## src/rtl/approx_mul_pipe.sv

```systemverilog
// rtl/approx_mul_pipe.sv - three-stage quadrant-split approximate multiplier with valid/ready
// Optional error monitor: define APPROX_MUL_ERR_MON_EN to build the exact reference and err/err_max.
module approx_mul_pipe #(
    parameter int         WIDTH    = 8,
    parameter int         TRUNC    = 2,
    parameter logic [3:0] MODE_RST = 4'b0111
) (
    input  logic               clk,
    input  logic               rst_n,
    input  logic               in_valid,
    output logic               in_ready,
    input  logic [WIDTH-1:0]   a,
    input  logic [WIDTH-1:0]   b,
    input  logic [3:0]         mode,
    input  logic               mode_ovr,
    input  logic               mode_wr,
    output logic               out_valid,
    input  logic               out_ready,
    output logic [2*WIDTH-1:0] prod,
    output logic [2*WIDTH-1:0] err,
    output logic [2*WIDTH-1:0] err_max,
    input  logic               err_clr
);
    localparam int HALF = WIDTH / 2;
    localparam int PW   = 2 * WIDTH;
    localparam logic [WIDTH-1:0] ONE_Q = WIDTH'(1);
    // Shifting by TRUNC==WIDTH yields 0, so the mask correctly becomes all zeros.
    localparam logic [WIDTH-1:0] QMASK = ~((ONE_Q << TRUNC) - ONE_Q);

    logic             stall;
    logic [3:0]       mode_dflt_q, mode_dflt_d;
    logic             v1_q, v1_d;
    logic [WIDTH-1:0] a1_q, a1_d, b1_q, b1_d;
    logic [3:0]       m1_q, m1_d;
    logic             v2_q, v2_d;
    logic [WIDTH-1:0] hh_q, hh_d, hl_q, hl_d, lh_q, lh_d, ll_q, ll_d;
    logic             v3_q, v3_d;
    logic [PW-1:0]    prod_q, prod_d;
    logic [WIDTH-1:0] qhh, qhl, qlh, qll;
    logic [WIDTH:0]   mid;
    logic [PW-1:0]    sum;
`ifdef APPROX_MUL_ERR_MON_EN
    logic [PW-1:0]    exact2_q, exact2_d;
    logic [PW-1:0]    err_q, err_d;
    logic [PW-1:0]    err_max_q, err_max_d;
`endif

    assign stall     = v3_q & ~out_ready;
    assign in_ready  = ~stall;
    assign out_valid = v3_q;
    assign prod      = prod_q;
`ifdef APPROX_MUL_ERR_MON_EN
    assign err       = err_q;
    assign err_max   = err_max_q;
`else
    logic unused_err_clr;
    assign unused_err_clr = err_clr;
    assign err            = '0;
    assign err_max        = '0;
`endif

    always_comb begin
        qhh = WIDTH'(a1_q[WIDTH-1:HALF]) * WIDTH'(b1_q[WIDTH-1:HALF]);
        qhl = WIDTH'(a1_q[WIDTH-1:HALF]) * WIDTH'(b1_q[HALF-1:0]);
        qlh = WIDTH'(a1_q[HALF-1:0])     * WIDTH'(b1_q[WIDTH-1:HALF]);
        qll = WIDTH'(a1_q[HALF-1:0])     * WIDTH'(b1_q[HALF-1:0]);
        mid = {1'b0, hl_q} + {1'b0, lh_q};
        sum = {hh_q, {WIDTH{1'b0}}} + (PW'(mid) << HALF) + PW'(ll_q);

        mode_dflt_d = mode_wr ? mode : mode_dflt_q;
        v1_d = v1_q; a1_d = a1_q; b1_d = b1_q; m1_d = m1_q;
        v2_d = v2_q; hh_d = hh_q; hl_d = hl_q; lh_d = lh_q; ll_d = ll_q;
        v3_d = v3_q; prod_d = prod_q;
`ifdef APPROX_MUL_ERR_MON_EN
        exact2_d  = exact2_q;
        err_d     = err_q;
        err_max_d = err_max_q;
`endif
        // Bubbles hold too while stalled, so the whole pipe advances as one.
        if (!stall) begin
            v1_d = in_valid;
            a1_d = a;
            b1_d = b;
            m1_d = mode_ovr ? mode : mode_dflt_q;
            v2_d = v1_q;
            hh_d = m1_q[3] ? (qhh & QMASK) : qhh;
            hl_d = m1_q[2] ? (qhl & QMASK) : qhl;
            lh_d = m1_q[1] ? (qlh & QMASK) : qlh;
            ll_d = m1_q[0] ? (qll & QMASK) : qll;
            v3_d   = v2_q;
            prod_d = sum;
`ifdef APPROX_MUL_ERR_MON_EN
            exact2_d = PW'(a1_q) * PW'(b1_q);
            err_d    = exact2_q - sum;
`endif
        end
`ifdef APPROX_MUL_ERR_MON_EN
        if (err_clr) begin
            err_max_d = (v3_q & out_ready) ? err_q : '0;
        end else if ((v3_q & out_ready) && (err_q > err_max_q)) begin
            err_max_d = err_q;
        end
`endif
    end

    always_ff @(posedge clk or negedge rst_n) begin
        if (!rst_n) begin
            mode_dflt_q <= MODE_RST;
            v1_q <= 1'b0; a1_q <= '0; b1_q <= '0; m1_q <= '0;
            v2_q <= 1'b0; hh_q <= '0; hl_q <= '0; lh_q <= '0; ll_q <= '0;
            v3_q <= 1'b0; prod_q <= '0;
`ifdef APPROX_MUL_ERR_MON_EN
            exact2_q <= '0; err_q <= '0; err_max_q <= '0;
`endif
        end else begin
            mode_dflt_q <= mode_dflt_d;
            v1_q <= v1_d; a1_q <= a1_d; b1_q <= b1_d; m1_q <= m1_d;
            v2_q <= v2_d; hh_q <= hh_d; hl_q <= hl_d; lh_q <= lh_d; ll_q <= ll_d;
            v3_q <= v3_d; prod_q <= prod_d;
`ifdef APPROX_MUL_ERR_MON_EN
            exact2_q <= exact2_d; err_q <= err_d; err_max_q <= err_max_d;
`endif
        end
    end
endmodule

```

## config.mk

```make
export PLATFORM = sky130hd
export DESIGN_NAME = approx_mul_pipe
export DESIGN_NICKNAME = d
export VERILOG_FILES = /design/src/rtl/approx_mul_pipe.sv
export SDC_FILE = /design/constraint.sdc
export NUM_CORES = 1
export LEC_CHECK = 0
export CAP_MARGIN = 10
export CORE_MARGIN = 3
export CORE_UTILIZATION = 30
export CTS_CLUSTER_DIAMETER = 200
export DETAILED_ROUTE_END_ITERATION = 8
export SLEW_MARGIN = 20
export SYNTH_ARGS = -nofsm -noshare
export SYNTH_HDL_FRONTEND = slang
export SYNTH_SLANG_ARGS = --single-unit
```

## constraint.sdc

```tcl
create_clock -name clk -period 5.2 [get_ports clk]
set_input_delay 0.52 -clock clk [delete_from_list [all_inputs] [get_ports clk]]
set_output_delay 0.52 -clock clk [all_outputs]
set_load 0.1 [all_outputs]
```

Word-level counts from Yosys, hierarchy flattened. Cells that the tools add are included.

Flip-flop bits (word level): 75. Bits in latches: 0. Memory bits (writable): 0. ROM bits: 0. Input port bits: 27. Memories: 0.

$add $sub $neg: 3. Multipliers: 4. Divide/modulo/power cells: 0. Magnitude comparators: 0. Eq/ne operators: 0. Shift operators: 0. Muxes and demuxes: 5. Bitwise gates (word level): 3. Reduce and logical (&&, ||, !) cells: 0.

Operator list (number): multiplier 4 x 4 -> 8 bit (4); adder 16 x 13 -> 16 bit (1); adder 16 x 8 -> 16 bit (1); adder 8 x 8 -> 9 bit (1); 2-to-1 mux 2 bit (4); 2-to-1 mux 4 bit (1); NOT 1 bit (2); AND 1 bit (1).

Depth between registers and ports, before layout. Gate-level depths: netlist of run 1.

Word-level depth: 3. Gate-level depth with buffers: 14. Depth with buffers taken out: 14.

Worst setup path before layout of run 1. No wires, ideal clock.

Kind: reg2out. Start: reg v3_q, in the netlist out_valid. End: out in_ready. Arrival time: 2.412 ns. Data required time: 4.680 ns. Slack: 2.268 ns. Stages on the path, launching flop included: 6. Buffers on the path: 3. Cells stage by stage: dfrtp_1 > nor2b_1 > buf_2 > inv_1 > buf_2 > buf_1.

Word-level cells in the longest chain between the ends: 2.

Ends and longest elaborated chain: from (decl) (RTL line 37) `logic v3_q, v3_d;`; from (signal assigned) (RTL line 119) `v3_q <= v3_d; prod_q <= prod_d;`; AND 1 bit (RTL line 48) `assign stall = v3_q & ~out_ready;`; NOT 1 bit (RTL line 49) `assign in_ready = ~stall;`; to (decl) (RTL line 11) `output logic in_ready,`.

No other way between the ends.

Final worst setup path of run 1.
Start: reg a1_q[0]. End: reg ll_q[7].

Word-level cells in the longest chain between the ends: 1.

Ends and longest elaborated chain: from (decl) (RTL line 33) `logic [WIDTH-1:0] a1_q, a1_d, b1_q, b1_d;`; from (signal assigned) (RTL line 109) `v1_q <= 1'b0; a1_q <= '0; b1_q <= '0; m1_q <= '0;`; from (signal assigned) (RTL line 117) `v1_q <= v1_d; a1_q <= a1_d; b1_q <= b1_d; m1_q <= m1_d;`; multiplier 4 x 4 -> 8 bit (RTL line 66) `qll = WIDTH'(a1_q[HALF-1:0]) * WIDTH'(b1_q[HALF-1:0]);`; to (signal assigned) (RTL line 118) `v2_q <= v2_d; hh_q <= hh_d; hl_q <= hl_d; lh_q <= lh_d; ll_q <= ll_d;`; to (decl) (RTL line 36) `logic [WIDTH-1:0] hh_q, hh_d, hl_q, hl_d, lh_q, lh_d, ll_q, ll_d;`.

No other way between the ends. A chain may end at the register's enable or synchronous reset.

==> results of run 1 <==
worst max-delay path, delay by kind of cell, from the launching register on:
family | cells | cell delay [ps]
adders and majority gates | 3 | 1340
AOI/OAI and AO/OA | 4 | 710
DFF | 1 | 520
xor gates and xnor gates | 1 | 260
and+or+nand+nor | 1 | 130
buffers and inverters | 1 | 60
metrics by stage:
| stage | instances | instance area, um2 | worst slack [ps] | hold slack (ps) | utilization |
|---|---|---|---|---|---|
| finish | 871 | 6380 | 2010 | 328 | 0.362 |
| global placement | 855 | 6020 | 2040 | 453 | 0.342 |
| CTS | 871 | 6380 | 1980 | 384 | 0.362 |
| floorplan | 636 | 5610 | 2270 | 224 | - |
| global route | 871 | 6380 | 1740 | 416 | 0.362 |
| detailed placement | 855 | 6020 | 2010 | 447 | 0.342 |
state kept, by name (all words and copies together) (netlist names):
signal,count
m1_q,4
v1_q,1
hh_q,8
mode_dflt_q,4
hl_q,8
v2_q,1
a1_q,8
out_valid,1
b1_q,8
prod,16
ll_q,8
lh_q,8
cells in the mapped netlist, drive strengths merged (5+ instances only):
| master | instances | area share |
|---|---|---|
| a21o | 15 | 0.021 |
| mux2i | 5 | 0.0091 |
| clkbuf | 10 | 0.0068 |
| nor2 | 22 | 0.015 |
| o21ai | 26 | 0.024 |
| a21oi | 41 | 0.037 |
| dfrtp | 72 | 0.33 |
| xor2 | 20 | 0.032 |
| xnor2 | 7 | 0.011 |
| inv | 32 | 0.022 |
| ha | 67 | 0.15 |
| nand2 | 131 | 0.089 |
| fa | 18 | 0.066 |
| buf | 41 | 0.051 |
| and2 | 46 | 0.052 |
final cells by class:
cell class | instances | area (um2) | share of cell area
multi-input combinational | 478 | 3300 | 0.517
sequential | 75 | 1880 | 0.295
timing repair buffer | 45 | 443 | 0.0694
tap | 225 | 282 | 0.0441
clock buffer | 12 | 256 | 0.0402
inverter | 32 | 120 | 0.0188
clock inverter | 4 | 97.6 | 0.0153
worst min path at each step:
stage               slack [ps]        end     from
global route               420   prod[13]    rst_n
global placement           450    ll_q[1]  ll_q[1]
CTS                        380   prod[15]    rst_n
finish                     330   prod[15]    rst_n
detailed placement         450  out_valid     v2_q
floorplan                  220    a1_q[0]    rst_n
where the power goes:
| group | switching, uW | internal (uW) |
|---|---|---|
| sequential | 187 | 805 |
| combinational | 1580 | 892 |
| clock | 244 | 495 |
| total | 2010 | 2190 |
logic make-up after synthesis:
family	after synthesis	synth area share
AND/OR/NAND/NOR	224	0.186
AO/OA/AOI/OAI	101	0.112
adder cells (fa/ha/maj)	85	0.218
buffers and inverters	83	0.0799
flip-flops	75	0.342
XOR/XNOR	27	0.0430
multiplexers	9	0.0173
other	1	0.000682
layer usage:
layer	routed length, um	GRT usage	part of all wire
met4	140	0.0306	0.013
met1	5380	0.155	0.50
met5	0	0	0
met3	445	0.0256	0.042
met2	4700	0.176	0.44
layout by cell type (no fill, tap or decap), types with 2 or more instances in the layout:
cell type,count
dfstp_2,3
bufinv_16,3
conb_1,32
o211ai_1,2
nand2b_1,2
fa_1,18
a21oi_1,41
clkdlybuf4s50_1,42
xor2_1,20
o21ai_0,26
clkbuf_8,2
mux2_2,4
nor2_1,21
and3_1,2
a31o_2,4
a21o_1,14
and2_1,46
dfrtp_1,72
buf_4,3
nor3_1,3
clkbuf_16,9
nand2_1,131
mux2i_1,5
inv_1,31
nor3b_1,2
o31ai_1,3
xnor2_1,7
nand3_1,4
ha_1,67
nand3b_1,4
==> summary.md, run 1 <==
| Metric | Value |
|---|---|
| Yosys warns | 0 |
| EDFF count, synth | 0 |
| Final hold violation count | 0 |
| Initial DRC count | 111 |
| Total GRT Usage | 0.112 |
| Largest net degree at the start of global routing | 76 |
| Crit. End Element | register |
| Crit path time final | 3190 ps |
| Final WL | 10.7 mm |
| Clock Sinks | 75 |
| CTS buffer count | 9 |
| CP cell instances | nand2_1 -> fa_1 -> inv_1 -> fa_1 -> ha_1 -> a21o_1 -> a31o_2 -> a21oi_1 -> xor2_1 -> o21ai_0 |
| First drt pass iteration count | 4 |
| Synth Flop Type | dfrtp_1 |
| R2R cell count | 10 |
| Synth-to-Final Area Change | 16.1% |
| Worst-case clock skew | 10.2 ps |
| Antenna Nets Post-Route | 0 |
| Crit path from | a1_q[0] |
| IO Pins | 77 |
| Final net count | 753 |
| Vias per Instance | 4.51 |
| Vias in the first global route | 3772 |
| Antenna Cells | 0 |
| Worst Tran Pin Value | 982 ps |
| Layout cells sized above 1 | 0.0573 |
| Crit path DAT | 3380 ps |
| Slowest stage delay, CP | 550 ps |
| Setup slack, reg-to-reg | 2010 ps |
| I/O Buffers | 43 |
| Worst setup path end | ll_q[7] |
| Core area | 17600 um2 |
| Fmax | 0.314 GHz |
| Status | completed |
| Most frequent CP cell | fa_1 |
| Reg2reg end | ll_q[7] |
| Seq/Total Area, Yosys | 0.342 |
| RSZ-0062 raised after global routing | no |
| Skew-Pair Late Insertion Delay | 340 ps |
| Crit Path Class | reg2reg |
| GRT overflow | 0 |
| H-tree levels | 3 |
| Register bit total from synthesis | 75 |
| First-pass GRT wire length | 18.3 mm |
| Slew HR | 0.343 |
| Overall Power | 4210 uW |
| Power Dens Cells | 659 nW/um2 |
| Max stage delay cell, worst path | fa_1 |
| Routed WL per cell | 12.3 um |
| CP startpoint kind | register |
| Unique masters post-synth | 48 |
| DP Wirelength | 7.80 mm |
| CTS tree | done |
| Vias | 3924 |
| Clk buf depth | 2 |
| Mean Syn Cell Area | 9.08 um2 |
| Mapped cell area | 5500 um2 |
| Tcrit/Tclk final | 0.613 |
| Cts repair resizes | 0 |
| Die H | 141 um |
| Die area | 20000 um2 |
| # rows | 48 |
| RR Startpoint | a1_q[0] |
| Initial core utilization | 0.312 |
| Mapped Cells | 605 |
| Fill cells | 1816 |
| Ys async rst share | 1.00 |
| Gpl congestion | 0.779 |
| Max cap viols | 0 |
| WP data required | 5390 ps |
| Clock-pin slew on the worst setup and hold paths | 60 ps |
| Initial antenna violation count | 0 |
| Final setup violating endpoints | 0 |
| DRC viols | 0 |
| Slew Viols, Final | 0 |
| # Post-CTS Setup Buffers | 0 |
| Chip width | 141 um |
| TNS Setup | 0 ps |
| P_leak | 0.00326 uW |
| Hold Buf Count CTS | 0 |
| Root buf cell | clkbuf_16 |
| Worst min path class | in2async |
| Max FO, Critical Path | 9 |
| Peak VDD IR | 474 uV |
No activity file was read; power rests on OpenSTA's default activity.
==> run 2: changes to the inputs <==
Clock period 5.2 ns to 3.03 ns, I/O delays scaled along.
==> run 2 against run 1 <==
Effect of this change:
- via count up 0.31%
- critical path type unchanged
- sequential power rose by 68%
- combinational power is 84% higher
- clock skew rose by 2.3 ps
- clock power up 45%
- largest power group unchanged
- non-clock buffer count is 20 higher
- largest cell class unchanged
- sequential share of layout area decreased by 0.46 points
- fmax grew 8.8%
- die area stayed put
- cell count increased by 2.3%
==> summary.md, run 2 (same netlist as run 1, synthesis figures left out) <==
| Metric | Value |
|---|---|
| IO Pins | 77 |
| Power Dens Cells | 1120 nW/um2 |
| Worst-case clock skew | 12.5 ps |
| Skew-Pair Late Insertion Delay | 340 ps |
| Largest net degree at the start of global routing | 76 |
| Hold Buf Count CTS | 0 |
| Crit path DAT | 3140 ps |
| Gpl congestion | 0.764 |
| # rows | 48 |
| Max FO, Critical Path | 4 |
| Vias per Instance | 4.42 |
| Most frequent cells in the layout | nand2_1 (128), ha_1 (66), dfrtp_1 (66) |
| RSZ-0062 raised after global routing | yes |
| Fmax | 0.341 GHz |
| Post-Layout Inst Area | 6500 um2 |
| Worst Tran Pin Value | 970 ps |
| Worst min path class | in2async |
| Antenna Nets Post-Route | 0 |
| Largest register FFs | 16 |
| Slew Viols, Final | 0 |
| DRC viols | 0 |
| WP data required | 3240 ps |
| Crit. End Element | register |
| CP startpoint kind | register |
| Antenna Cells | 0 |
| Commonest non-fill, non-tap cell in the layout | nand2_1 |
| Clock Sinks | 75 |
| CTS buffer count | 9 |
| P_leak | 0.00336 uW |
| Slew HR | 0.353 |
| Max cap viols | 0 |
| CP bufs+invs | 1 |
| Slowest stage delay, CP | 380 ps |
| DP Wirelength | 8.43 mm |
| Tcrit/Tclk final | 0.967 |
| Hold slack | 98.8 ps |
| Core area | 17600 um2 |
| Final setup violating endpoints | 0 |
| CTS tree | done |
| Max stage delay cell, worst path | fa_2 |
| Clk buf depth | 2 |
| Final hold violation count | 0 |
| Routed WL per cell | 12.6 um |
| Crit Path Class | reg2reg |
| Final WL | 11.2 mm |
| Initial antenna violation count | 0 |
| Peak VDD IR | 683 uV |
| Root buf cell | clkbuf_16 |
| First drt pass iteration count | 4 |
| I/O Buffers | 43 |
| Fill cells | 1782 |
| GRT overflow | 0 |
| Vias | 3936 |
| Vias in the first global route | 3925 |
| Initial core utilization | 0.312 |
| Chip width | 141 um |
| CP delay by family, top | adder cells |
| Layout cells sized above 1 | 0.144 |
| Post-DP Area | 6130 um2 |
| Clock-pin slew on the worst setup and hold paths | 60 ps |
| Die H | 141 um |
| H-tree levels | 3 |
| CP cell instances | ha_2 -> inv_2 -> fa_2 -> nor2b_2 -> o21ai_2 -> a21boi_1 -> nor2_1 -> ha_1 -> o211ai_2 -> nor2_2 -> o2111ai_2 -> and4_1 -> or3_1 |
| Synth-to-Final Area Change | 18.4% |
| First-pass GRT wire length | 19.0 mm |
| Initial DRC count | 231 |
| Status | completed |
| Die area | 20000 um2 |
| Total GRT Usage | 0.116 |
| Crit path time final | 2930 ps |
| Final net count | 773 |
==> run 2: cell types whose count changed in the layout (fill, tap and decap cells not counted), moves of 2 or more <==
| cell | delta |
|---|---|
| buf_4 | +35 |
| clkdlybuf4s50_1 | -16 |
| a21oi_1 | -8 |
| a21oi_2 | +8 |
| dfrtp_1 | -6 |
| dfrtp_2 | +6 |
| clkinv_2 | +3 |
| nand2_1 | -3 |
| nand2_2 | +3 |
| o21ai_0 | -3 |
| bufinv_16 | -2 |
| o21ai_1 | +2 |
==> run 2: worst register-to-register path: stages (launching register included) <==
cell	delay, ps
dfrtp_1	360
ha_2	190
inv_2	40
fa_2	380
nor2b_2	150
o21ai_2	70
a21boi_1	200
nor2_1	80
ha_1	370
o211ai_2	130
nor2_2	120
o2111ai_2	150
and4_1	230
or3_1	330
==> run 2: where the power goes <==
| part | total, uW | switching, uW | internal, uW | leakage [uW] |
|---|---|---|---|---|
| registers | 1670 | 284 | 1390 | 0.000910 |
| clock network | 1070 | 416 | 656 | 0.000145 |
| logic | 4540 | 2870 | 1670 | 0.00230 |
==> run 2: final cells by class <==
cell class	instances	area, um2	share of cell area
clock inverter	5	52.6	0.00808
timing repair buffer	65	566	0.0869
sequential	75	1890	0.290
tap	225	282	0.0433
inverter	32	120	0.0185
clock buffer	11	243	0.0373
multi-input combinational	478	3350	0.516
==> run 2: path summary, 6_finish.rpt <==
check                      slack (ps)        to  cells past startpoint  startpoint
min in group clk                  470   ll_q[2]                      2     ll_q[2]
min reg2reg                       470   ll_q[2]                      2     ll_q[2]
min                               100  prod[15]                      1       rst_n
max in group asynchronous        2220   a1_q[5]                      1       rst_n
max reg2reg                       100  prod[15]                     13     lh_q[0]
max                               100  prod[15]                     13     lh_q[0]
==> run 2: repair_timing <==
| item | in CTS | in global routing |
|---|---|---|
| buffers inserted | 0 | 2 |
| pin swaps | 0 | 9 |
| setup endpoints to repair | 1 | 11 |
| resized for setup | 3 | 24 |
==> run 2: through the flow <==
step / instances / worst slack [ps] / total power (uW) / setup TNS (ps) / utilization
after CTS: 889 / 25.0 / 7250 / 0 / 0.366
after floorplan: 636 / 154 / 5110 / 0 / -
after global placement: 873 / 36.5 / 6030 / 0 / 0.348
final: 891 / 98.6 / 7290 / 0 / 0.370
after global routing: 891 / -57.5 / 7930 / -92.3 / 0.370
after detailed placement: 873 / -0.232 / 6090 / -0.232 / 0.348
==> run 2: metal layers <==
metal  track usage  vias to the layer above  part of all wire
met5             0                        -                 0
met4        0.0291                        0             0.010
met3        0.0239                        9             0.033
met2         0.183                       56              0.45
met1         0.165                     1813              0.51
li1              -                     2058                 -
==> variant: new RTL, config.mk and constraints of run 2 <==
Change the parameter `WIDTH` from 8 to 10.
--- a/src/rtl/approx_mul_pipe.sv
+++ b/src/rtl/approx_mul_pipe.sv
@@ -1,7 +1,7 @@
 // rtl/approx_mul_pipe.sv - three-stage quadrant-split approximate multiplier with valid/ready
 // Optional error monitor: define APPROX_MUL_ERR_MON_EN to build the exact reference and err/err_max.
 module approx_mul_pipe #(
-    parameter int         WIDTH    = 8,
+    parameter int         WIDTH    = 10,
     parameter int         TRUNC    = 2,
     parameter logic [3:0] MODE_RST = 4'b0111
 ) (
Ports: changed (5 resized); port bits go from 77 to 93. No check against the original RTL was run, so the function may have changed too.
==> variant against run 2 <==
- the flow now finishes with violations (negative setup slack)
- count of clock-buffer cells in the layout down 2
- sequential cell count up 16
- synthesized area up 37%
- cell area up 54%
- clock skew up 2.8 ps
- sequential share of layout area down 6.1 points
- first-iteration DRC count down 9.5%
- setup slack worse by 390 ps
- wire length up 57%
Power is not shown: default switching activity piles up to over one toggle a cycle in this logic, so the estimate is an artifact.
==> variant: results (changes against run 2) <==
status: complete, but fails checks
violated checks: negative setup slack
first-pass GRT wire length: 29000 microns (+53%)
DP HPWL: 13400 microns (+59%)
final setup skew: 15.4 ps (+2.83 ps)
Synth warnings: 0 (unchanged)
reg2reg path depth: 13 (unchanged)
number of global-route vias before repair: 5835 (+49%)
max reg flops: 20 (+4)
Worst-path clk slew: 80 ps (+20 ps)
Post-synth ARST share: 1.00 (unchanged)
fin crit period: 3320 ps (+389 ps)
routed vias/inst: 4.34 (-1.8%)
CTS max path bufs: 2 (unchanged)
Adder-Cell Fraction of Synth Area: 0.256 (+0.0374)
H-tree levels: 3 (unchanged)
gpl congestion: 0.842 (+10%)
Hold/Removal Path Class: input pin to asynchronous set/reset pin
dpl cell area: 8940 sq um (+46%)
register area share after synthesis: 0.303 (-0.0393)
first-pass iteration count of the detailed router: 4 (unchanged)
share of cells above drive strength 1: 0.273 (+0.129)
met2 usage: 0.220 (+0.0376)
Clock Latency Late Sink: 350 ps
compound-cell area share of the yosys netlist: 0.108 (-0.00442)
met3 usage: 0.0218 (-0.00211)
GR Util met1: 0.187 (+0.0226)
Setup TNS: -2920 ps (-2920 ps)
Commonest cells post-synth: nand2_1, ha_1, dfrtp_1
leading post-synthesis cells by cell area: dfrtp_1, ha_1, nand2_1
final setup fails: 18 (+18)
Avg WL per Cell: 13.3 microns (+5.2%)
xor/xnor cell area share of the yosys netlist: 0.0477 (+0.00465)
Root Buffer: clkbuf_16
Num CTS Buffers: 9 (unchanged)
CP max FO: 4 (unchanged)
worst flop-to-flop path startpoint: a1_q[6]
Critical Path Sink: hh_q[8]
initial antenna violation count: 0 (unchanged)
# port buffers: 51 (+19%)
largest net degree at the start of global routing: 60 (-21%)
main flop type after synthesis: dfrtp_1
Initial DRC Count: 209 (-9.5%)
worst slack, placed: -352 ps (-352 ps)
Setup crit start kind: register
Total Nets Final: 1167 (+51%)
GR Util All Layers: 0.134 (+0.0175)
Netlist cell types: 46 (-4.2%)
CP arrival: 3540 ps (+400 ps)
PnR worst setup slack: -290 ps (-389 ps)
n_diodes: 0 (unchanged)
antenna-violating nets left: 0 (unchanged)
post-synthesis mux area share: 0.0113 (-0.00601)
Slew @ Worst Pin: 961 ps (-8.78 ps)
## variant: cells by family (layout without fill, tap and decap cells)
group / Yosys count / count (layout)
adders and majority gates: 131 / 131
DFF: 91 / 91
muxes: 8 / 8
buffers and inverters: 145 / 253
AOI/OAI and AO/OA: 133 / 133
other: 1 / 40
xor gates and xnor gates: 41 / 41
and+or+nand+nor: 313 / 313
## variant: worst max-delay path: stages, from the launching register on
cell and delay, ps:
dfrtp_2 430, buf_12 120, nand2_1 70, fa_1 500
inv_1 60, fa_1 460, fa_1 540, ha_4 220
a21o_1 190, a21oi_2 130, o21bai_1 70, a21oi_1 160
xor2_1 160, o21ai_1 70
## variant: per-layer routing
layer  share of wire  routed length, microns
met1            0.48                    8580
met2            0.47                    8340
met3           0.032                     566
met4           0.013                     223
met5               0                       0
## variant: cell type report
cell class / instances / area (sq um)
fillers: 2387 / 14400
clock inverters: 7 / 65.1
repair buffers: 172 / 1480
flip-flops and latches: 91 / 2300
multi-input cells: 666 / 5300
well taps: 324 / 405
inverters: 65 / 244
clock buffers: 9 / 225
## variant: worst min-delay path by stage
stage	from	to	slack, ps	cells after the start
after floorplan	rst_n	a1_q[0]	7	0
after detailed placement	rst_n	prod[2]	300	1
final	rst_n	prod[2]	440	2
after global routing	rst_n	prod[2]	490	2
after global placement	rst_n	prod[3]	310	1
after CTS	rst_n	prod[2]	470	2
## variant: per-stage QoR
step,std cells,hold WS (ps),util
5_1_grt,1334,489,0.409
3_3_place_gp,1290,306,0.366
6_report,1334,444,0.409
2_1_floorplan,902,7.41,-
4_1_cts,1322,469,0.392
3_5_place_dp,1290,302,0.366
## variant: repair_timing
item                                   CTS  global route
setup buffers                           17            19
setup endpoints to repair               24            28
resized for setup                       63            65
hold buffers                             1             0
endpoints found under the hold margin   33             0
pin swaps                               63            66
